`config.mk`:
```
export PLATFORM = sky130hd
export DESIGN_NAME = gf2m_digit_serial_mult_flat
export DESIGN_NICKNAME = d
export VERILOG_FILES = /design/src/rtl/gf2m_digit_serial_mult_if.sv /design/src/rtl/gf2m_digit_serial_mult.sv /design/src/flat_wrapper.sv
export SDC_FILE = /design/constraint.sdc
export NUM_CORES = 1
export LEC_CHECK = 0
export CAP_MARGIN = 20
export CORE_MARGIN = 1
export CORE_UTILIZATION = 45
export DETAILED_ROUTE_END_ITERATION = 8
export PLACE_DENSITY_LB_ADDON = 0.25
export SYNTH_ARGS = -nofsm -noshare
export SYNTH_HDL_FRONTEND = slang
export SYNTH_SLANG_ARGS = --single-unit
```
`constraint.sdc`:
```
create_clock -name clk -period 6.2 [get_ports clk]
set_input_delay 0.93 -clock clk [delete_from_list [all_inputs] [get_ports clk]]
set_output_delay 0.93 -clock clk [all_outputs]
set_load 0.05 [all_outputs]
```
`src/rtl/gf2m_digit_serial_mult_if.sv`:
```
// Operand/result bundle for the digit-serial GF(2^m) multiplier.
// The master issues start/mac/a/b/f and the slave returns c/busy/over.
interface gf2m_digit_serial_mult_if #(
  parameter int M = 8
);
  logic         start;
  logic         mac;
  logic [M-1:0] a;
  logic [M-1:0] b;
  logic [M:0]   f;
  logic [M-1:0] c;
  logic         busy;
  logic         over;

  modport master (
    output start, mac, a, b, f,
    input  c, busy, over
  );

  modport slave (
    input  start, mac, a, b, f,
    output c, busy, over
  );
endinterface

```
`src/rtl/gf2m_digit_serial_mult.sv`:
```
// Digit-serial GF(2^m) multiplier with an optional multiply-accumulate mode.
// Each RUN cycle folds D bits of b into the accumulator, MSB first, using the run-time field polynomial.
module gf2m_digit_serial_mult #(
  parameter int M = 8,
  parameter int D = 4
) (
  input  logic                     clk,
  input  logic                     rst,
  gf2m_digit_serial_mult_if.slave  bus
);

  localparam int N  = (M + D - 1) / D;
  localparam int W  = N * D;
  localparam int CW = (N > 1) ? $clog2(N) : 1;
  localparam logic [CW-1:0] LAST_CNT = CW'(N - 1);

  typedef enum logic {
    IDLE,
    RUN
  } state_t;

  state_t         state, state_d;
  logic [M-1:0]   a_q, f_q;
  logic [W-1:0]   b_q, b_ext;
  logic           mac_q;
  logic [M-1:0]   acc, acc_step, acc_d;
  logic [M-1:0]   c_q, c_d;
  logic [CW-1:0]  cnt, cnt_d;
  logic           busy_q, busy_d;
  logic           over_q, over_d;
  logic           accept;
  logic           last;

  assign accept = bus.start && (state == IDLE);
  assign last   = (cnt == LAST_CNT);

  // Pad b up to a whole number of digits; the zero top bits run first.
  always_comb begin
    b_ext        = '0;
    b_ext[M-1:0] = bus.b;
  end

  // One digit step: D chained shift/reduce/add stages, no internal registers.
  // NOTE: blocking assignments inside the loop are deliberate; each iteration
  // consumes the previous iteration's value, building a combinational chain.
  always_comb begin
    acc_step = acc;
    for (int j = 0; j < D; j++) begin
      acc_step = {acc_step[M-2:0], 1'b0} ^ (acc_step[M-1] ? f_q : '0);
      if (b_q[W-1-j]) begin
        acc_step = acc_step ^ a_q;
      end
    end
  end

  // NOTE: every variable driven here gets a default first so no path can
  // leave it unassigned, which would otherwise infer a latch.
  always_comb begin
    state_d = state;
    busy_d  = busy_q;
    over_d  = 1'b0;
    cnt_d   = cnt;
    acc_d   = acc;
    c_d     = c_q;
    case (state)
      IDLE: begin
        if (accept) begin
          state_d = RUN;
          busy_d  = 1'b1;
          cnt_d   = '0;
          acc_d   = '0;
        end
      end
      RUN: begin
        acc_d = acc_step;
        cnt_d = cnt + 1'b1;
        if (last) begin
          state_d = IDLE;
          busy_d  = 1'b0;
          over_d  = 1'b1;
          cnt_d   = '0;
          c_d     = mac_q ? (c_q ^ acc_step) : acc_step;
        end
      end
    endcase
  end

  // NOTE: sequential state uses non-blocking assignments so every register
  // samples pre-edge values regardless of process ordering.
  always_ff @(posedge clk) begin
    if (rst) begin
      state  <= IDLE;
      busy_q <= 1'b0;
      over_q <= 1'b0;
      cnt    <= '0;
      acc    <= '0;
      c_q    <= '0;
    end else begin
      state  <= state_d;
      busy_q <= busy_d;
      over_q <= over_d;
      cnt    <= cnt_d;
      acc    <= acc_d;
      c_q    <= c_d;
    end
  end

  // NOTE: operand registers carry no reset; they are always loaded on accept
  // before the control path ever reads them.
  always_ff @(posedge clk) begin
    if (accept) begin
      a_q   <= bus.a;
      f_q   <= bus.f[M-1:0];
      mac_q <= bus.mac;
      b_q   <= b_ext;
    end else if (state == RUN) begin
      b_q   <= b_q << D;
    end
  end

  assign bus.c    = c_q;
  assign bus.busy = busy_q;
  assign bus.over = over_q;

endmodule

```
`src/flat_wrapper.sv`:
```
// flat-port wrapper written by rule: the top's interface ports become plain ports
module gf2m_digit_serial_mult_flat 
#(
  parameter int M = 8,
  parameter int D = 4
)
  (clk, rst, bus_start, bus_mac, bus_a, bus_b, bus_f, bus_c, bus_busy, bus_over);
  gf2m_digit_serial_mult_if #(.M(M)) bus_i ();
  input  logic clk;
  input  logic rst;
  input wire logic [$bits(bus_i.start)-1:0] bus_start;
  input wire logic [$bits(bus_i.mac)-1:0] bus_mac;
  input wire logic [$bits(bus_i.a)-1:0] bus_a;
  input wire logic [$bits(bus_i.b)-1:0] bus_b;
  input wire logic [$bits(bus_i.f)-1:0] bus_f;
  output wire logic [$bits(bus_i.c)-1:0] bus_c;
  output wire logic [$bits(bus_i.busy)-1:0] bus_busy;
  output wire logic [$bits(bus_i.over)-1:0] bus_over;
  assign bus_i.start = bus_start;
  assign bus_i.mac = bus_mac;
  assign bus_i.a = bus_a;
  assign bus_i.b = bus_b;
  assign bus_i.f = bus_f;
  assign bus_c = bus_i.c;
  assign bus_busy = bus_i.busy;
  assign bus_over = bus_i.over;
  gf2m_digit_serial_mult #(.M(M), .D(D)) u_core (.clk(clk), .rst(rst), .bus(bus_i));
endmodule
```
==> results of run 1 <==
## sequential cells by signal, indices dropped and copies added (netlist names)
register	cells
u_core.bus.c	8
u_core.state	1
u_core.cnt	1
u_core.mac_q	1
u_core.b_q	8
u_core.bus.busy	1
u_core.f_q	8
u_core.bus.over	1
u_core.acc	8
u_core.a_q	8
## worst register-to-register path: cells and delay by family (launching register included)
family           cells  cell delay [ns]
XOR/XNOR             3             1.58
AO/OA/AOI/OAI        2             0.57
flip-flops           1             0.52
AND/OR/NAND/NOR      3             0.45
## logic make-up after synthesis
kind of cell              Yosys count  synth area share (%)
muxes                              14                 4.861
xor gates and xnor gates           53                 21.27
AOI/OAI and AO/OA                  41                 9.680
and+or+nand+nor                   138                 21.69
DFF                                45                 38.22
buffers and inverters              21                 4.279
## layout make-up
cell class	instances	area, um2	area share (%)
sequential	45	1151	32.53
timing repair buffer	39	400.4	11.32
inverter	5	18.77	0.5304
clock inverter	3	68.82	1.945
multi-input combinational	246	1734	49.01
clock buffer	5	68.82	1.945
tap	77	96.34	2.723
## per-stage QoR
| step | power (mW) | hold WS [ns] | instance area, um2 | instances |
|---|---|---|---|---|
| global route | 1.729 | 0.5213 | 3538 | 420 |
| floorplan | 1.186 | 0.4410 | 3012 | 312 |
| finish | 1.616 | 0.4979 | 3538 | 420 |
| global placement | 1.333 | 0.4683 | 3371 | 410 |
| detailed placement | 1.352 | 0.4881 | 3371 | 410 |
| CTS | 1.623 | 0.5069 | 3508 | 418 |
## Yosys cell counts, types with 5 or more instances
library cell	number
xor2_1	13
nand2_1	70
a21oi_1	5
dfxtp_1	20
nand3_1	6
mux2_2	5
a31oi_1	7
clkbuf_1	6
xnor2_1	28
edfxtp_1	25
a22oi_1	8
nor2_1	19
inv_1	5
nor3_1	8
xnor3_1	7
nor3b_1	6
mux2i_1	9
and3_1	7
## worst paths after layout
path                                       from               to
worst min-delay path            u_core.bus.busy  u_core.bus.busy
worst min register to register  u_core.bus.busy  u_core.bus.busy
worst max-delay path              u_core.b_q[6]  u_core.bus.c[2]
worst max register to register    u_core.b_q[6]  u_core.bus.c[2]
## power groups by stage
stage	Sequential [mW]	Combinational [mW]	Clock (mW)
after detailed placement	0.433	0.919	0
final	0.425	0.923	0.268
after global routing	0.434	1.01	0.288
after CTS	0.426	0.923	0.273
after global placement	0.431	0.902	0
after floorplan	0.461	0.725	0
## metal layers
metal	vias to the layer above	track usage, %
met5	-	0
met4	0	6.113
met3	7	3.561
met2	44	30.63
met1	1059	24.32
li1	1155	-
==> results.yml, run 1 <==
status:
  status: "complete, but fails checks"
  violations: "DRC"
detailed_routing:
  routed_wl_um: 5964
  vias: 2265
  avgViaCountPerCell: 5.393
  drc_errors: 2
  ant_nets: 0
  initialDrtViolationCount: 113
  wl_met1_um: 2798
  dr.max_layer_used: "met4"
  wl_met3_um: 189
  route.met2.wl_um: 2900
  firstDrtPassIters: 6
  wire_per_inst_um: 14.20
sta:
  finalSetupViolCount: 0
  clock-skew-final_ns: 0.005849
  maxSlewHeadroom_pct: 40.60
  setup_slack_ns: 2.970
  rsz0062_at_grt: "no"
  fmax_mhz: 309.6
  worst_slew_pin_slew_ns: 0.8879
  finalCriticalPeriod_ns: 3.230
  hold_violations: 0
  setup_tns_ns: 0
  fin_crit_sh_pct: 52.09
  final_max_slew_viol_count: 0
logic_synthesis:
  synthArstFlopShare_pct: 0
  ys_types: 51
  synth_edf_count: 25
  mappedNetlistNets: 341
  synth_warnings: 0
  ys_seq_area_share_pct: 38.22
  syn_inst: 312
  yosys_most_used_dff: "edfxtp_1"
  yosysTopAreaCell: "edfxtp_1"
  synth_area_leaders: "edfxtp_1 (25%), dfxtp_1 (13%), nand2_1 (8.7%)"
  syn_area_um2: 3012
  yosysTopAreaCellShare_pct: 24.93
  synth.avg_cell_area_um2: 9.653
  synth_seq_cells: 45
min_path:
  holdPathStages: 2
  hold_class: "flop to flop"
clock_tree:
  cts_sinks: 45
  cts_tree: "built"
  cts.repair.resized: 0
  holdBufCountCts: 0
  cts-buffers-inserted: 5
  cts.reportedPaths.clkPinSlew_ns: 0.09
  htreeDepth: 2
  clk_latency_ns: 0.30
  root_buffer: "clkbuf_8"
  cts_setup_buffers: 0
  cts.path.max_buffers: 2
die:
  initial_core_util_pct: 46.89
  fp.dieH_um: 83.81
  pin_count: 39
  die-width_um: 83.81
  die_area_um2: 7023
  placementRows: 29
  core-area_um2: 6422
grt:
  grt_pass1_wl_um: 10260
  overflow: 0
  grt_pass1_vias: 2175
  antenna_found_initial: 0
  grt_max_degree: 34
  gr-usage-all-layers_pct: 18.50
power_and_ir_drop:
  p_sw_share_pct: 39.72
  pwr-share-seq_pct: 26.3
  vdd_drop_max_uv: 176.7
  p_comb_share_pct: 57.1
  power.density_nw_per_um2: 456.8
  leakage_nw: 1.353
  p_clk_share_pct: 16.6
  p_sw_mw: 0.6419
  p_int_mw: 0.9744
placed_design:
  finalWeightedCongestion: 0.8197
  port_buffers: 37
  hpwl_um: 4426
  dp_slack_ns: 2.933
critical_path:
  crit_family: "XOR/XNOR gates"
  cp-start-kind: "flop"
  end_kind: "flop"
  criticalPathCategory: "flop to flop"
  crit_cells: 8
  path_max_fanout: 14
  path_cells: "and2_4 > xnor3_1 > xnor3_2 > nand2_1 > xor2_1 > a2111oi_0 > a311oi_1 > nand3_1"
  crit_required_ns: 6.39
  worst_path_max_delay_cell: "xor2_1"
  max_stage_delay_ns: 0.71
  cp.arrival_ns: 3.42
  path_buf_inv: 0
  r2r_cells: 8
  r2r_slack_ns: 2.97
finish:
  final_cell_mix: "nand2_1 (70), clkdlybuf4s50_1 (37), xnor2_1 (28)"
  fillCellCount: 589
  diodes: 0
  drive_gt1_share_pct: 6.997
  final_util_pct: 55.09
  area_growth_pct: 17.49
  mostFrequentLayoutCell: "nand2_1"
  nNetsFinal: 371
job:
  cap_viol_max_count: 0
(Power assumes the default switching activity.)
==> run 2: changes to the inputs <==
- clock period: 6.2 -> 2.82 ns (I/O delays scaled with it)
==> results.yml, run 2 (synthesized netlist as in run 1, its figures left out) <==
status:
  status: "complete, but fails checks"
  violations: "DRC"
finish:
  diodes: 0
  nNetsFinal: 382
  final_cell_mix: "nand2_1 (70), clkdlybuf4s50_1 (37), xnor2_1 (26)"
  mostFrequentLayoutCell: "nand2_1"
  fillCellCount: 572
  drive_gt1_share_pct: 11.30
  area_growth_pct: 19.61
job:
  cap_viol_max_count: 0
detailed_routing:
  routed_wl_um: 6317
  wire_per_inst_um: 14.66
  vias: 2336
  ant_nets: 0
  firstDrtPassIters: 6
  avgViaCountPerCell: 5.420
  drc_errors: 2
  initialDrtViolationCount: 149
clock_tree:
  clk_latency_ns: 0.30
  cts.repair.resized: 0
  cts_sinks: 45
  htreeDepth: 2
  cts-buffers-inserted: 5
  root_buffer: "clkbuf_8"
  cts_setup_buffers: 0
  holdBufCountCts: 0
  cts_tree: "built"
  cts.path.max_buffers: 2
  cts.reportedPaths.clkPinSlew_ns: 0.08
critical_path:
  cp-endpoint: "u_core.bus.c[7]"
  crit_required_ns: 3.05
  r2r_slack_ns: 0.15
  r2r_cells: 8
  rr_endpoint: "u_core.bus.c[7]"
  end_kind: "flop"
  criticalPathCategory: "flop to flop"
  crit_start: "u_core.a_q[7]"
  path_max_fanout: 6
  worstReg2RegStart: "u_core.a_q[7]"
  cp-start-kind: "flop"
  cp.arrival_ns: 2.90
sta:
  finalSetupViolCount: 0
  hold_violations: 0
  clock-skew-final_ns: 0.005727
  rsz0062_at_grt: "yes"
  fin_crit_sh_pct: 94.72
  finalCriticalPeriod_ns: 2.671
  maxSlewHeadroom_pct: 63.97
  worst_slew_pin_slew_ns: 0.5392
  fmax_mhz: 374.4
  whs_ns: 0.4991
  final_max_slew_viol_count: 0
power_and_ir_drop:
  p_total_mw: 3.613
  leakage_nw: 1.398
  power.density_nw_per_um2: 1003
  vdd_drop_max_uv: 429.6
min_path:
  hold_class: "flop to flop"
  hold_start: "u_core.acc[0]"
grt:
  overflow: 0
  gr-usage-all-layers_pct: 19.53
  grt_max_degree: 18
  antenna_found_initial: 0
  grt_pass1_wl_um: 10850
  grt_pass1_vias: 2281
die:
  pin_count: 39
  placementRows: 29
  fp.dieH_um: 83.81
  core-area_um2: 6422
  die-width_um: 83.81
  initial_core_util_pct: 46.89
  die_area_um2: 7023
placed_design:
  finalWeightedCongestion: 0.8578
  hpwl_um: 4800
  port_buffers: 37
==> run 2: cell count changes in the layout (fill, tap and decap cells not counted), sizes merged <==
cell and change:
buf +11, bufinv -1, clkbuf +1, clkinv +1, inv -1
==> run 2: where the power goes <==
part	total [mW]	switching [mW]	internal (mW)
sequential	0.927	0.122	0.805
clock	0.478	0.216	0.262
combinational	2.21	1.12	1.09
total	3.61	1.46	2.16
==> run 2: metrics by stage <==
stage	std cells	util, %	TNS (ns)	cell area [um2]	setup WS (ns)
after floorplan	312	-	0	3012	0.3306
after global placement	423	54.00	0	3468	0.1985
after detailed placement	423	54.00	0	3468	0.1373
after CTS	431	55.66	0	3575	0.1014
after global routing	431	56.09	-0.02569	3602	-0.02569
final	431	56.09	0	3602	0.1489
==> run 2: layer usage <==
metal | share of wire (%) | track usage [%] | up-vias
met3 | 3.5 | 3.462 | 8
met5 | 0 | 0 | -
li1 | - | - | 1177
met2 | 50 | 33.23 | 50
met1 | 45 | 25.17 | 1101
met4 | 1.6 | 6.270 | 0
==> run 2: how the worst min path moves through the flow <==
| stage | depth (start not counted) | endpoint |
|---|---|---|
| 6_report | 2 | u_core.acc[0] |
| 5_1_grt | 2 | u_core.acc[0] |
| 4_1_cts | 2 | u_core.acc[0] |
| 3_5_place_dp | 2 | u_core.acc[0] |
| 3_3_place_gp | 2 | u_core.acc[0] |
| 2_1_floorplan | 2 | u_core.acc[0] |
==> run 2: final cells by class <==
class | count | area [um2] | share of cell area [%]
Timing Repair Buffer | 50 | 467.9 | 12.99
Multi-Input combinational cell | 246 | 1762 | 48.91
Tap cell | 77 | 96.34 | 2.675
Clock buffer | 6 | 72.57 | 2.015
Inverter | 5 | 18.77 | 0.5210
Clock inverter | 2 | 33.78 | 0.9378
Sequential cell | 45 | 1151 | 31.96
==> run 2: worst max-delay path, cell delays in order, from the launching register on <==
cell and delay (ns):
edfxtp_1 0.47, nand2_1 0.11, xnor2_1 0.11, xnor3_2 0.49, xor2_4 0.34, mux2i_1 0.31, xnor3_1 0.41, or2_0 0.24
a31oi_1 0.12
